## src/rtl/ifu_fetch_pkg.sv

```systemverilog
`default_nettype none
// ============================================================================
//  Module   : ifu_fetch_pkg
//  Purpose  : Shared definitions for the instruction fetch unit: FSM state
//             encoding, default reset PC, handshake widths and a PC alignment
//             helper.
//  Ports    : none (package)
//  Revision : 1.0  initial release
// ============================================================================
package ifu_fetch_pkg;

  // Fetch FSM states, 3-bit encoding.
  typedef enum logic [2:0] {
    S_IDLE = 3'd0,
    S_REQ  = 3'd1,
    S_WAIT = 3'd2,
    S_HOLD = 3'd3,
    S_HALT = 3'd4
  } fetch_state_t;

  localparam logic [31:0] DEFAULT_RESET_PC = 32'h0000_3000;
  localparam int          IMEM_ADDR_W      = 32;
  localparam int          IMEM_DATA_W      = 32;

  // A fetch address is legal only when word aligned.
  function automatic logic pc_aligned(input logic [IMEM_ADDR_W-1:0] addr);
    return (addr[1:0] == 2'b00);
  endfunction

endpackage
`default_nettype wire

```

## src/rtl/ifu_fetch_pc_reg.sv

```systemverilog
`default_nettype none
// ============================================================================
//  Module   : pc_reg
//  Purpose  : Architectural program counter register with load enable.
//  Ports    : clk    in   clock, rising edge
//             rst_n  in   asynchronous active-low reset (loads RESET_PC)
//             load   in   load d into the register
//             d      in   next PC value
//             q      out  current PC
//  Revision : 1.0  initial release
// ============================================================================
module pc_reg
  import ifu_fetch_pkg::*;
#(
  parameter logic [IMEM_ADDR_W-1:0] RESET_PC = DEFAULT_RESET_PC
) (
  input  logic                   clk,
  input  logic                   rst_n,
  input  logic                   load,
  input  logic [IMEM_ADDR_W-1:0] d,
  output logic [IMEM_ADDR_W-1:0] q
);

  always_ff @(posedge clk or negedge rst_n) begin
    if (!rst_n) begin
      q <= RESET_PC;
    end else if (load) begin
      q <= d;
    end
  end

endmodule
`default_nettype wire

```

## src/rtl/ifu_fetch.sv

```systemverilog
`default_nettype none
// ============================================================================
//  Module   : ifu_fetch
//  Purpose  : Instruction fetch unit. Holds the PC, fetches the word at PC
//             over a req/ready + rvalid handshake (one fetch outstanding),
//             presents it to decode and loads npc when the instruction
//             retires. A misaligned npc traps into a sticky fault/halt.
//  Ports    : clk, rst_n                     clock / async active-low reset
//             pc          out 32             current PC (drives npc.pc)
//             npc         in  32             next PC from npc block
//             pc_advance  in  1              retire: load npc into pc
//             imem_req/imem_addr  out        fetch request / address (= pc)
//             imem_ready  in                 memory accepts request
//             imem_rvalid/imem_rdata  in     read response
//             instr/instr_valid  out         fetched word and its valid
//             fault       out                sticky misaligned-npc trap
//             fetch_count out CNT_W          completed fetches (wrapping)
//  Revision : 1.0  initial release
// ============================================================================
module ifu_fetch
  import ifu_fetch_pkg::*;
#(
  parameter logic [31:0] RESET_PC = DEFAULT_RESET_PC,
  parameter int          CNT_W    = 32
) (
  input  logic                   clk,
  input  logic                   rst_n,
  output logic [IMEM_ADDR_W-1:0] pc,
  input  logic [IMEM_ADDR_W-1:0] npc,
  input  logic                   pc_advance,
  output logic                   imem_req,
  output logic [IMEM_ADDR_W-1:0] imem_addr,
  input  logic                   imem_ready,
  input  logic                   imem_rvalid,
  input  logic [IMEM_DATA_W-1:0] imem_rdata,
  output logic [IMEM_DATA_W-1:0] instr,
  output logic                   instr_valid,
  output logic                   fault,
  output logic [CNT_W-1:0]       fetch_count
);

  fetch_state_t state;
  fetch_state_t state_nxt;

  logic capture;     // response accepted this cycle
  logic retire_ok;   // retire with an aligned npc
  logic retire_bad;  // retire with a misaligned npc

  assign capture    = (state == S_WAIT) && imem_rvalid;
  assign retire_ok  = (state == S_HOLD) && pc_advance &&  pc_aligned(npc);
  assign retire_bad = (state == S_HOLD) && pc_advance && !pc_aligned(npc);

  pc_reg #(
    .RESET_PC (RESET_PC)
  ) u_pc_reg (
    .clk   (clk),
    .rst_n (rst_n),
    .load  (retire_ok),
    .d     (npc),
    .q     (pc)
  );

  always_ff @(posedge clk or negedge rst_n) begin
    if (!rst_n) begin
      state <= S_IDLE;
    end else begin
      state <= state_nxt;
    end
  end

  always_comb begin
    state_nxt = state;
    case (state)
      S_IDLE: state_nxt = S_REQ;
      S_REQ:  if (imem_ready) state_nxt = S_WAIT;
      S_WAIT: if (imem_rvalid) state_nxt = S_HOLD;
      S_HOLD: begin
        if (retire_ok)  state_nxt = S_REQ;
        if (retire_bad) state_nxt = S_HALT;
      end
      S_HALT: state_nxt = S_HALT;
      default: state_nxt = S_IDLE;
    endcase
  end

  // Request and valid decode straight from the state register so they
  // never glitch on input changes.
  assign imem_req    = (state == S_REQ);
  assign instr_valid = (state == S_HOLD);
  assign imem_addr   = pc;

  always_ff @(posedge clk or negedge rst_n) begin
    if (!rst_n) begin
      instr       <= '0;
      fetch_count <= '0;
      fault       <= 1'b0;
    end else begin
      if (capture) begin
        instr       <= imem_rdata;
        fetch_count <= fetch_count + 1'b1;
      end
      if (retire_bad) begin
        fault <= 1'b1;
      end
    end
  end

endmodule
`default_nettype wire

```

## config.mk

```make
export PLATFORM = sky130hd
export DESIGN_NAME = ifu_fetch
export DESIGN_NICKNAME = d
export VERILOG_FILES = /design/src/rtl/ifu_fetch_pkg.sv /design/src/rtl/ifu_fetch_pc_reg.sv /design/src/rtl/ifu_fetch.sv
export SDC_FILE = /design/constraint.sdc
export NUM_CORES = 1
export LEC_CHECK = 0
export CAP_MARGIN = 20
export CORE_ASPECT_RATIO = 0.6
export CORE_MARGIN = 2
export CORE_UTILIZATION = 45
export CTS_CLUSTER_SIZE = 16
export DETAILED_ROUTE_END_ITERATION = 8
export GPL_ROUTABILITY_DRIVEN = 0
export PLACE_DENSITY = 0.89
export SETUP_SLACK_MARGIN = 0.02
export SYNTH_ARGS = -nofsm -noshare
export SYNTH_HDL_FRONTEND = slang
export SYNTH_HIERARCHICAL = 1
export SYNTH_SLANG_ARGS = --single-unit
```

## constraint.sdc

```tcl
create_clock -name clk -period 5 [get_ports clk]
set_input_delay 0.5 -clock clk [delete_from_list [all_inputs] [get_ports clk]]
set_output_delay 0.5 -clock clk [all_outputs]
set_load 0.02 [all_outputs]
```

## Word-level counts from Yosys, hierarchy flattened

Cells that the tools add are included.

- Register bits: 100
- Bits in latches: 0
- RAM bits: 0
- Memory bits (read-only): 0
- Output and inout port bits: 131
- Memories kept: 0

- Add/subtract/negate cells: 1
- Multiply operators: 0
- Div/mod/pow operators: 0
- Magnitude comparators: 0
- Eq/ne operators: 7
- Shifts and indexed selects: 0
- Muxes and demuxes: 5
- Bitwise gates (word level): 0
- Reduce and logical (&&, ||, !) cells: 8

Operators by type and width:

| kind | count |
|---|---|
| adder 32 x 1 -> 32 bit (second input constant) | 1 |
| one-hot mux 3 bit (5 select lines) | 1 |
| two-way mux 3 bit | 4 |
| equality test 3 x 2 -> 1 bit (second input constant) | 2 |
| logical AND 1 bit | 4 |
| equality test 3 x 1 -> 1 bit (second input constant) | 1 |
| equality test 3 bit (second input constant) | 1 |
| zero test 3 bit | 1 |
| != test 3 x 1 -> 1 bit (second input constant) | 1 |
| AND reduction 3 bit | 1 |
| zero test 2 bit | 1 |
| != test 2 x 1 -> 1 bit (second input constant) | 1 |
| != test 2 bit (second input constant) | 1 |
| zero test 1 bit | 1 |

## Longest topological paths before layout

- Depth after elaboration: 6
- Depth in mapped cells: 7
- Gate-level depth less buffers: 5

## Modules after synthesis

Netlist, hierarchy kept.

Modules (own cells, without submodules):

| module | times used | cells an instance | area an instance (um^2) | seq. area each (um^2) |
|---|---|---|---|---|
| ifu_fetch | 1 | 325 | 3,174.3 | 1,701.6 |
| pc_reg | 1 | 68 | 1,347.5 | 803.3 |

## Worst setup path after synthesis

OpenSTA, ideal clock, no wires.

- Path type: register -> register
- Start: reg state[2]
- End: reg u_pc_reg.q[0]
- Arrival time: 1,627 ps
- Required time: 4,875 ps
- Slack: 3,248 ps
- Cell stages (with the launch flop): 7
- Period minus slack after synthesis: 1,752 ps
- Cell sequence: dfrtp_1 > and3b_1 > nand2_1 > nor3_1 > buf_6 > buf_12 > mux2_4

- Cells in the longest elaborated chain, start to end: 3

RTL lines:

| what | RTL line | text |
|---|---|---|
| start, declared | ifu_fetch.sv:42 | `fetch_state_t state;` |
| start signal, assigned | ifu_fetch.sv:67 | `state <= state_nxt;` |
| equality test 3 x 2 -> 1 bit | n/a |  |
| named net instr_valid | ifu_fetch.sv:37 | `output logic instr_valid,` |
| logical AND 1 bit (2 in series) | ifu_fetch.sv:50 | `assign retire_ok = (state == S_HOLD) && pc_advance && pc_aligned(npc);` |
| named net retire_ok | ifu_fetch.sv:46 | `logic retire_ok;` |
| end signal, assigned | ifu_fetch_pc_reg.sv:26 | `q <= RESET_PC;` |
| end signal, assigned | ifu_fetch_pc_reg.sv:28 | `q <= d;` |
| end, declared | ifu_fetch_pc_reg.sv:21 | `output logic [IMEM_ADDR_W-1:0] q` |

The timed path passes the listed nets, and every way through them passes these cells.
A chain may end at the register's enable or synchronous reset.

## Worst setup path in the final report

- Start: reg state[1]
- End: out imem_req

- Cells in the longest elaborated chain, start to end: 1

RTL lines:

| what | RTL line | text |
|---|---|---|
| equality test 3 x 1 -> 1 bit | ifu_fetch.sv:88 | `assign imem_req = (state == S_REQ);` |
| end, declared | ifu_fetch.sv:31 | `output logic imem_req,` |

No other way between the ends.

==> results.py <==
metrics = {
    "status": {
        "outcome": "finished, final reports clean",
    },
    "routing": {
        "drt_pass1_iterations": 4,
        "drc": 0,
        "routed_wirelength_um": 10900,
        "dr_total_vias": 3414,
        "via_per_inst": 4.89,
        "drtIter0Drc": 190,
        "wire_per_inst_um": 15.7,
        "ant_nets": 0,
    },
    "place": {
        "hpwlAfterDp_um": 7920,
        "port_buffers": 199,
        "placedInstanceArea_um2": 6330,
    },
    "synthesis": {
        "synth_cells": 393,
        "synth_top_area_share_pct": 54.2,
        "ys_ff_latch": 100,
        "netlist_area_um2": 4520,
        "yosysTopAreaCell": "dfrtp_1",
        "synth_cell_types": 37,
        "syn_nets": 463,
        "seq_area_frac_synth_pct": 55.4,
        "synth.area.top_cells": "dfrtp_1, mux2_4, nand2_1, buf_4, xnor2_1",
        "syn_area_per_cell_um2": 11.5,
        "yosysWarnings": 6,
    },
    "worst_setup_path": {
        "endpoint": "imem_req",
        "reg2reg_to": "fetch_count[28]",
        "ff2ff_setup_slack_ps": 2890,
        "cp.required_ps": 4500,
        "start_kind": "register",
        "regToRegStartpoint": "state[0]",
        "cp_data_arrival_time_ps": 1810,
        "crit_path_max_fanout": 9,
        "critPathCaptureType": "primary output",
        "worst_r2r_path_depth": 4,
        "crit_type": "reg -> out",
        "crit_start": "state[1]",
    },
    "sta": {
        "finalSetupTns_ps": 0,
        "setup_viol": 0,
        "max_freq_mhz": 432,
        "rsz0062_at_grt": "false",
        "hold_viol_final": 0,
        "drv_slew": 0,
        "fin_crit_ps": 2310,
        "max_slew_margin_pct": 45.2,
        "tightest_slew_ps": 823,
        "finalCritPeriodShare_pct": 46.3,
        "worst_clock_skew_ps": 9.01,
    },
    "final_layout": {
        "fill_cells": 730,
        "multi_input_area_um2": 1640,
        "diodes": 0,
        "final_cell_mix": "clkdlybuf4s50_1, nand2_1, dfrtp_1",
        "nNetsFinal": 628,
        "drive_gt1_share_pct": 11.0,
        "layout_commonest_cell": "clkdlybuf4s50_1",
        "regArea_um2": 2500,
        "fin_area_um2": 6640,
        "area_delta_synth_final_pct": 46.7,
    },
    "clocking": {
        "post_cts_buffers": 0,
        "cts_tree": "done",
        "cts_resized": 0,
        "clk_latency_ps": 340,
        "cts_buffers": 9,
        "clk_pin_slew_ps": 60,
        "cts_hold_buf": 0,
        "cts_buffer_depth": 2,
        "cts_root_buf": "clkbuf_16",
        "clock-sinks": 100,
        "htreeDepth": 3,
    },
    "pwr": {
        "p_leak_uw": 0.00296,
        "max-vdd-ir-drop_mv": 0.315,
        "powerDensity_nw_per_um2": 566,
        "total_power_uw": 3750,
    },
    "die": {
        "start_util_pct": 46.1,
        "coreArea_um2": 9810,
        "die_h_um": 81.6,
        "num_rows": 28,
        "dieArea_um2": 10900,
        "num_io_pins": 200,
        "die_width_um": 133,
    },
    "global_route": {
        "grt_pass1_wl_um": 17500,
        "grt_max_degree": 66,
        "globalRouteMet3Util_pct": 8.09,
        "top_usage_layer": "met2",
        "grt_remaining_overflow": 0,
        "grt_pass1_vias": 3359,
        "grt.met2_usage_pct": 34.2,
        "antenna_found_initial": 0,
        "gr-usage-all-layers_pct": 20.5,
        "grtUsageMet1_pct": 25.8,
    },
    "worst_hold_path": {
        "holdCritPathClass": "in -> async",
    },
    "run": {
        "maxCapViolCount": 0,
    },
}
-- cells by family (layout without fill, tap and decap cells) --
kind of cell / Yosys count / in the layout / share of synthesized area [%]
AOI/OAI and AO/OA: 7 / 7 / 0.913
xor gates and xnor gates: 31 / 31 / 6.17
adders and majority gates: 1 / 1 / 0.277
buffers and inverters: 51 / 221 / 8.63
DFF: 100 / 100 / 55.4
muxes: 32 / 32 / 10.5
and+or+nand+nor: 171 / 171 / 18.2
-- registers in the layout, indices dropped and copies added, names as in the netlist --
| name | cells |
|---|---|
| u_pc_reg/q | 32 |
| fault | 1 |
| fetch_count | 32 |
| state | 3 |
| instr | 32 |
-- power breakdown --
part	internal [uW]	leakage, uW	switching, uW	total [uW]
Sequential	1080	0.00129	210	1290
Clock	365	0.000134	297	662
Combinational	936	0.00154	865	1800
-- Yosys cell counts, drive strengths merged --
library cell and number:
nand2 111, o211ai 1, a22oi 1, nor3 2
nand4 16, a21oi 2, and4bb 1, dfrtp 98
nor3b 2, mux2 32, clkbuf 3, nor4 4
and2 3, dfstp 2, and4 5, nand4bb 1
and3 8, xor2 7, a31oi 1, o21ai 2
nor2 5, xnor2 24, nand2b 2, nand3 10
ha 1, inv 3, buf 45, and3b 1
-- worst min-delay path by stage --
stage / cells after the start / slack [ps] / from / endpoint
after floorplan: 0 / 200 / rst_n / fault
after global placement: 1 / 450 / fault / fault
after global routing: 1 / 320 / rst_n / u_pc_reg/q[4]
final: 1 / 260 / rst_n / u_pc_reg/q[2]
after detailed placement: 1 / 460 / fault / fault
after CTS: 1 / 280 / rst_n / instr[0]
-- worst max-delay path: stages, from the launching register on --
cell,delay (ps)
dfrtp_1,470
nor3b_1,330
clkdlybuf4s50_1,680
-- stage by stage --
stage,std cells,worst slack [ps],util (%),hold WS (ps)
6_report,698,2690,67.6,257
2_1_floorplan,393,3250,-,204
5_1_grt,698,2600,67.6,318
4_1_cts,697,1900,67.4,285
3_5_place_dp,681,1550,64.5,461
3_3_place_gp,681,1740,64.5,452
-- per-layer routing --
| layer | vias to the layer above | share of wire (%) |
|---|---|---|
| met5 | - | 0 |
| met4 | 0 | 0.31 |
| met3 | 5 | 7.9 |
| met2 | 123 | 48 |
| met1 | 1688 | 44 |
| li1 | 1598 | - |
-- area by class of cell --
type | instances | area share (%)
Clock buffer | 11 | 3.81
Sequential cell | 100 | 37.8
Clock inverter | 5 | 0.547
Inverter | 3 | 0.170
Timing Repair Buffer | 202 | 30.5
Tap cell | 135 | 2.55
Multi-Input combinational cell | 242 | 24.7
(Power assumes the default switching activity.)
